===== config.mk =====
export PLATFORM = sky130hd
export DESIGN_NAME = seq_alu
export DESIGN_NICKNAME = d
export VERILOG_FILES = /design/src/rtl/seq_alu.sv
export SDC_FILE = /design/constraint.sdc
export NUM_CORES = 1
export LEC_CHECK = 0
export CAP_MARGIN = 20
export CORE_UTILIZATION = 40
export DETAILED_ROUTE_END_ITERATION = 10
export PLACE_DENSITY = 0.69
export REMOVE_ABC_BUFFERS = 1
export SLEW_MARGIN = 0
export SYNTH_ARGS = -nofsm -noshare
export SYNTH_HDL_FRONTEND = slang
export SYNTH_SLANG_ARGS = --single-unit
export TNS_END_PERCENT = 50

===== constraint.sdc =====
create_clock -name CLK -period 2.3 [get_ports CLK]
set_input_delay 0.345 -clock CLK [delete_from_list [all_inputs] [get_ports CLK]]
set_output_delay 0.345 -clock CLK [all_outputs]
set_load 0.01 [all_outputs]

===== src/rtl/seq_alu.sv =====
// seq_alu: multi-cycle ALU with start/done handshake and registered result/flags; define SEQ_ALU_MUL_EN to build the iterative shift-add multiplier
module seq_alu #(
  parameter int WIDTH = 16,
  parameter int SHW = $clog2(WIDTH)
) (
  input  logic             CLK,
  input  logic             Reset,
  input  logic             input_Start,
  input  logic [WIDTH-1:0] input_A,
  input  logic [WIDTH-1:0] input_B,
  input  logic [3:0]       input_ALUOp,
  output logic [WIDTH-1:0] output_ALU,
  output logic [WIDTH-1:0] output_High,
  output logic             output_Zero,
  output logic             output_Negative,
  output logic             output_Carry,
  output logic             output_Overflow,
  output logic             output_Busy,
  output logic             output_Done,
  output logic             output_Error
);
  localparam logic [3:0] OP_ADD = 4'b0000;
  localparam logic [3:0] OP_SUB = 4'b0001;
  localparam logic [3:0] OP_AND = 4'b0010;
  localparam logic [3:0] OP_OR  = 4'b0011;
  localparam logic [3:0] OP_XOR = 4'b0100;
  localparam logic [3:0] OP_SLL = 4'b0101;
  localparam logic [3:0] OP_SRL = 4'b0110;
  localparam logic [3:0] OP_SLA = 4'b0111;
  localparam logic [3:0] OP_SRA = 4'b1000;
  localparam logic [3:0] OP_DBL = 4'b1001;
  localparam logic [3:0] OP_PSB = 4'b1100;
`ifdef SEQ_ALU_MUL_EN
  localparam logic [3:0] OP_MUL = 4'b1010;
  typedef enum logic [1:0] {IDLE, EXEC_MUL, DONE} state_t;
`else
  typedef enum logic [1:0] {IDLE, DONE} state_t;
`endif
  state_t state, state_n;
  logic accept, load, err_r;
  logic [SHW-1:0] sh;
  logic [WIDTH:0] sum, dif, shl, shr, sar;
  logic add_v, sub_v;
  logic [WIDTH-1:0] res, alu_n;
  logic c, v, err, z_n, n_n, c_n, v_n, e_n;
  assign accept = input_Start && state == IDLE;
  assign sh = input_B[SHW-1:0];
  assign sum = {1'b0, input_A} + {1'b0, input_B};
  assign dif = {1'b0, input_A} - {1'b0, input_B};
  assign add_v = (input_A[WIDTH-1] == input_B[WIDTH-1]) && (sum[WIDTH-1] != input_A[WIDTH-1]);
  assign sub_v = (input_A[WIDTH-1] != input_B[WIDTH-1]) && (dif[WIDTH-1] != input_A[WIDTH-1]);
  assign shl = {1'b0, input_A} << sh;
  assign shr = {input_A, 1'b0} >> sh;
  assign sar = $signed({input_A, 1'b0}) >>> sh;
`ifdef SEQ_ALU_MUL_EN
  logic is_mul, mul_last;
  logic [WIDTH-1:0] mcand;
  logic [2*WIDTH-1:0] prod, prod_n;
  logic [SHW-1:0] cnt;
  logic [WIDTH:0] acc;
  assign is_mul = input_ALUOp == OP_MUL;
  assign acc = {1'b0, prod[2*WIDTH-1:WIDTH]} + (prod[0] ? {1'b0, mcand} : '0);
  assign prod_n = {acc, prod[WIDTH-1:1]};
  assign mul_last = state == EXEC_MUL && cnt == SHW'(WIDTH - 1);
  assign load = (accept && !is_mul) || mul_last;
  // multiplier datapath: one multiplier bit consumed per EXEC_MUL cycle
  always_ff @(posedge CLK or posedge Reset)
    if (Reset) begin
      mcand <= '0;
      prod <= '0;
      cnt <= '0;
    end else if (accept && is_mul) begin
      mcand <= input_A;
      prod <= {{WIDTH{1'b0}}, input_B};
      cnt <= '0;
    end else if (state == EXEC_MUL) begin
      prod <= prod_n;
      cnt <= cnt + SHW'(1);
    end
  // upper product half, cleared by any other completed op
  always_ff @(posedge CLK or posedge Reset)
    if (Reset) output_High <= '0;
    else if (load) output_High <= mul_last ? prod_n[2*WIDTH-1:WIDTH] : '0;
  // next-state: MUL detours through EXEC_MUL, everything else completes next cycle
  always_comb begin
    state_n = state;
    if (accept) state_n = is_mul ? EXEC_MUL : DONE;
    else if (mul_last) state_n = DONE;
    else if (state == DONE) state_n = IDLE;
  end
`else
  assign load = accept;
  assign output_High = '0;
  // next-state: every op completes in the cycle after acceptance
  always_comb begin
    state_n = state;
    if (accept) state_n = DONE;
    else if (state == DONE) state_n = IDLE;
  end
`endif
  // state register
  always_ff @(posedge CLK or posedge Reset)
    if (Reset) state <= IDLE;
    else state <= state_n;
  // single-cycle result and carry/overflow, evaluated on the operands being accepted
  always_comb begin
    res = '0;
    c = 1'b0;
    v = 1'b0;
    err = 1'b0;
    case (input_ALUOp)
      OP_ADD: begin res = sum[WIDTH-1:0]; c = sum[WIDTH]; v = add_v; end
      OP_SUB: begin res = dif[WIDTH-1:0]; c = dif[WIDTH]; v = sub_v; end
      OP_AND: res = input_A & input_B;
      OP_OR:  res = input_A | input_B;
      OP_XOR: res = input_A ^ input_B;
      OP_SLL, OP_SLA: begin res = shl[WIDTH-1:0]; c = shl[WIDTH]; end
      OP_SRL: begin res = shr[WIDTH:1]; c = shr[0]; end
      OP_SRA: begin res = sar[WIDTH:1]; c = sar[0]; end
      OP_DBL: begin res = {sum[WIDTH-2:0], 1'b0}; c = sum[WIDTH-1]; v = add_v; end
      OP_PSB: res = input_B;
      default: err = 1'b1;
    endcase
  end
  // values to register: multiplier result when it finishes, else the single-cycle result
  always_comb begin
    alu_n = res;
    z_n = !err && res == '0;
    n_n = res[WIDTH-1];
    c_n = c;
    v_n = v;
    e_n = err;
`ifdef SEQ_ALU_MUL_EN
    if (mul_last) begin
      alu_n = prod_n[WIDTH-1:0];
      z_n = prod_n[WIDTH-1:0] == '0;
      n_n = prod_n[WIDTH-1];
      c_n = prod_n[2*WIDTH-1:WIDTH] != '0;
      v_n = 1'b0;
      e_n = 1'b0;
    end
`endif
  end
  // result and flags hold until the next completed operation
  always_ff @(posedge CLK or posedge Reset)
    if (Reset) begin
      output_ALU <= '0;
      output_Zero <= 1'b0;
      output_Negative <= 1'b0;
      output_Carry <= 1'b0;
      output_Overflow <= 1'b0;
      err_r <= 1'b0;
    end else if (load) begin
      output_ALU <= alu_n;
      output_Zero <= z_n;
      output_Negative <= n_n;
      output_Carry <= c_n;
      output_Overflow <= v_n;
      err_r <= e_n;
    end
  assign output_Busy = state != IDLE;
  assign output_Done = state == DONE;
  assign output_Error = output_Done && err_r;
endmodule

Word-level counts from Yosys, hierarchy flattened
Cells that the tools add are included.

storage, ports and cells
  register bits after elaboration = 23
  bits in latches = 0
  RAM bits = 0
  ROM bits = 0
  output and inout port bits = 39
  logic and storage cells = 49
  memories kept = 0

operators by class
  add/subtract/negate cells = 2
  $mul = 0
  div/mod/pow operators = 0
  order comparisons = 0
  equality and inequality tests = 15
  shifts and indexed selects = 3
  muxes and demuxes = 6
  bitwise operators = 3
  reductions and logical operators = 13

operator list
  operator            number
  $pmux 16 s10        1
  $add 16x16->17      1
  $shl 16x4->17       1
  $shr 17x4->17       1
  $sshr 17x4->17      1
  $sub 16x16->17      1
  $and 16x16->16      1
  $eq 4x3->1 const B  4
  $logic_not 16->1    1
  $or 16x16->16       1
  $xor 16x16->16      1
  $eq 4x4->1 const B  3
  $reduce_or 11->1    1
  $eq 4x2->1 const B  2
  $pmux 1 s6          1
  $logic_and 1x1->1   5
  $eq 4x1->1 const B  1
  $logic_not 4->1     1
  $mux 2              2
  $reduce_bool 2->1   2
  $reduce_or 2->1     2
  $ne 1x1->1          3
  $eq 2x1->1 const B  1
  $logic_not 2->1     1
  other kinds (3)     3

Logic depth before layout (Yosys ltp)
  depth in word-level cells = 5
  mapped depth = 14
  mapped depth without buffers = 12

Worst setup path after synthesis
No wires, ideal clock.

  kind = input -> register
  from = input input_B[2]
  to = register output_Zero
  setup time = 0.103 ns
  data arrival time = 3.608 ns
  required time = 2.197 ns
  path slack = -1.412 ns
  stages on the path = 14
  cells stage by stage = buf_2 -> inv_1 -> clkbuf_1 -> clkbuf_1 -> ha_1 -> nor2b_4 -> o2111ai_4 -> a31oi_4 -> nor2_2 -> xnor2_1 -> a2111o_1 -> a211o_1 -> or4_4 -> o41ai_2

on the way
  cells in the longest elaborated chain, start to end = 4

RTL lines
  element                                       RTL line  RTL
  start: declaration                            10        input logic [WIDTH-1:0] input_B,
  $sub 16x16->17, or another cell as far along  49        assign dif = {1'b0, input_A} - {1'b0, input_B};
  $pmux 16 s10 *                                111       case (input_ALUOp)
  $logic_not 16->1 *                            128       z_n = !err && res == '0;
  $logic_and 1x1->1 *                           128
  end signal: assignment                        155       output_Zero <= z_n;
  end: declaration                              14        output logic output_Zero,

Every way passes the cells marked *; elsewhere a longest branch is shown, timed or not.
A chain may end at the register's enable or synchronous reset.

Final worst setup path
  from = input input_B[10]
  to = register output_Zero

on the way
  cells in the longest elaborated chain, start to end = 4

RTL lines
  element                                       RTL line
  $sub 16x16->17, or another cell as far along  49
  $pmux 16 s10 *                                111
  $logic_not 16->1 *                            128
  $logic_and 1x1->1 *                           128

Marks and branches as above.

==> results.py <==
metrics = {
    "outcome": {
        "status": "finished with violations",
        "failed_checks": "negative setup slack",
    },
    "finish": {
        "layout-drive-gt1-share_pct": 53.1,
        "fin_area_sq_mm": 0.0103,
        "final_common_cell": "buf_4",
        "area_growth_pct": 79.8,
        "layout_common_cells": "buf_4 (332), nand2_1 (61), nor2_1 (58)",
        "antenna_cells": 0,
        "fin_cells": 1304,
        "nFillCells": 1035,
        "fin_nets": 1215,
    },
    "die": {
        "initial_utilization_pct": 41.1,
        "fp.dieW_um": 121,
        "pin_count": 78,
        "die_h_um": 121,
        "num_rows": 43,
        "core_sq_mm": 0.0139,
        "dieArea_sq_mm": 0.0147,
    },
    "yosys": {
        "ys_warn_count": 0,
        "synthFlopType": "dfrtp_1",
        "syn_inst": 743,
        "synth-edff-count": 0,
        "yosys.area.top_type": "ha_1",
        "synth_top_area_share_pct": 10.7,
        "synth.avg_cell_area_sq_um": 7.68,
        "ys_seq_elements": 21,
        "synth_area_leaders": "ha_1 (11%), dfrtp_1 (9.2%), mux4_2 (7.9%)",
        "ys_seq_area_share_pct": 9.21,
        "syn_area_sq_mm": 0.00570,
        "synthDistinctLibCells": 93,
        "async_reset_ff_share_pct": 100,
    },
    "critical_path": {
        "slowest_stage": "or4_4",
        "cp-startpoint": "input_B[10]",
        "r2r_cells": 8,
        "cp_cell_sequence": "clkdlybuf4s15_2 -> ha_2 -> buf_4 -> a211o_1 -> nand3_1 -> o21ai_1 -> a311o_1 -> a2111o_1 -> a211o_1 -> or4_4 -> o41ai_4",
        "startpoint_type": "primary input",
        "arrival_ns": 3.28,
        "timing.rr.start": "state[0]$_DFFE_PP0P_",
        "end_kind": "register",
        "crit_fanout": 7,
        "reg2reg_setup_slack_ns": -0.06,
        "cpMostUsedCell": "a211o_1",
        "criticalPathCategory": "in -> reg",
        "crit_end": "output_Zero$_DFFE_PP0P_",
        "critPathMaxStageDelay_ns": 0.54,
        "required_ns": 2.45,
        "r2r-end": "output_Zero$_DFFE_PP0P_",
    },
    "routing": {
        "vias": 7962,
        "drt_first_iter_violations": 767,
        "postRouteAntennaNets": 0,
        "post-route-drc-count": 0,
        "drt_wl_total_um": 28100,
        "dr.pass1.iters": 7,
        "via_per_inst": 6.11,
        "wl_per_cell_um": 21.5,
    },
    "place": {
        "gp_congestion": 1.02,
        "placed_area_sq_mm": 0.00846,
        "dpl.hpwl_um": 20200,
        "dp_cells": 1234,
        "port_buffers": 61,
    },
    "clock_network": {
        "tritoncts": "built",
        "path_clk_slew_ns": 0.06,
        "root_buffer": "clkbuf_16",
        "cts_buffers": 3,
        "h-tree-depth": 1,
        "cts_buffer_depth": 2,
        "cts.sinks": 21,
        "clk_latency_ns": 0.25,
        "hold_buffers": 0,
    },
    "sta": {
        "setup_viol": 17,
        "period_share_pct": 136,
        "worst_pin_slew_ns": 0.880,
        "whs_ns": 0.473,
        "rsz0062_at_grt": "true",
        "min_period_ns": 3.12,
        "tns_ns": -5.84,
        "max-slew-margin-rel_pct": 41.2,
        "fin_skew_ns": 0.00218,
        "layout_setup_ws_ns": -0.824,
        "finalHoldViolCount": 0,
        "max_freq_mhz": 320,
        "drv_slew": 0,
    },
    "global_routing": {
        "track_usage_pct": 37.4,
        "overflow": 0,
        "grt_max_degree": 36,
        "grt_pass1_vias": 7788,
        "antenna_found_initial": 0,
        "grt_pass1_wl_um": 42300,
    },
    "worst_hold_path": {
        "hold_class": "reg -> reg",
        "holdCritStartpoint": "output_ALU[14]$_DFFE_PP0P_",
    },
    "flow_run": {
        "drv_cap": 0,
    },
    "power_and_ir_drop": {
        "leakagePower_nw": 4.57,
        "vdd_drop_max_uv": 246,
        "p_total_mw": 3.42,
        "pwr_density_cell_mw_per_mm2": 333,
    },
}
[metrics by stage]
stage          utilization [%]  worst slack (ns)
6_report                  73.9            -0.824
5_1_grt                   73.9            -0.928
4_1_cts                   71.9            -0.747
3_5_place_dp              61.0             -1.59
3_3_place_gp              61.0             -1.60
2_1_floorplan                -             -1.04
[registers in the layout, summed over array words and instances (netlist names)]
name / count
output_Carry: 1
state: 1
err_r: 1
output_Overflow: 1
output_Zero: 1
output_ALU: 16
[what timing repair did]
item                                    in CTS  in global routing
endpoints found under the setup margin      19                 18
setup buffers                               55                 14
cloned                                       2                  0
pin swaps                                   77                 51
resized for setup                          371                 40
[critical path: cells and delay by family]
family / cells / cell delay, ns
adder cells (fa/ha/maj): 1 / 0.21
AO/OA/AOI/OAI: 6 / 1.64
buffers and inverters: 2 / 0.38
AND/OR/NAND/NOR: 2 / 0.69
[report_power, final]
group          internal, mW  switching [mW]  total [mW]
Sequential            0.433          0.0384       0.471
Clock                 0.236           0.132       0.368
Combinational          1.35            1.23        2.58
[cell families (layout without fill, tap and decap cells)]
group / after synthesis / count (layout) / synth area share (%)
muxes: 50 / 50 / 13.9
buffers and inverters: 129 / 495 / 11.4
DFF: 21 / 21 / 9.21
AOI/OAI and AO/OA: 246 / 246 / 30.8
adders and majority gates: 51 / 51 / 11.4
xor gates and xnor gates: 20 / 20 / 3.07
other: 1 / 16 / 0.0657
and+or+nand+nor: 225 / 225 / 20.0
[per-layer routing]
layer	global-route usage [%]	routed length, um	up-vias
met3	6.16	2530	115
met5	0	0	-
met2	61.6	13000	482
met1	46.0	10800	3825
met4	20.8	1760	0
li1	-	-	3540
[worst min-delay path by stage]
stage,to,cells after the start
after global routing,output_ALU[14]$_DFFE_PP0P_,2
after global placement,output_ALU[10]$_DFFE_PP0P_,2
after floorplan,err_r$_DFFE_PP0P_,1
after CTS,output_ALU[14]$_DFFE_PP0P_,2
after detailed placement,output_ALU[14]$_DFFE_PP0P_,2
final,output_ALU[14]$_DFFE_PP0P_,2
[Yosys cell counts (all sizes together) (4+ instances only)]
master and instances:
o21bai 8, ha 49, inv 56, a22oi 8
dfrtp 21, a311o 4, a211oi 13, nand4 4
a22o 6, or2 6, a211o 7, nand2b 8
a32oi 8, mux2 11, a2111oi 6, o211a 4
o32ai 5, o211ai 11, xnor2 20, o21ai 41
or4 5, nor4 8, a31oi 10, nor4b 4
nor2 63, a21oi 56, nor2b 10, nand2 61
o2111ai 7, buf 49, nor3 16, mux4 21
clkbuf 22, mux2i 18, o31ai 4, o22ai 9
a221oi 6, nand3 17
[cell type report]
type	instances	area, sq um	share of cell area (%)
Timing Repair Buffer	433	3590	35.0
Tap cell	180	225	2.20
Inverter	58	260	2.54
Sequential cell	21	526	5.13
Multi-Input combinational cell	608	5570	54.3
Clock buffer	4	78.8	0.769
Power figures use the tool's default switching activity.
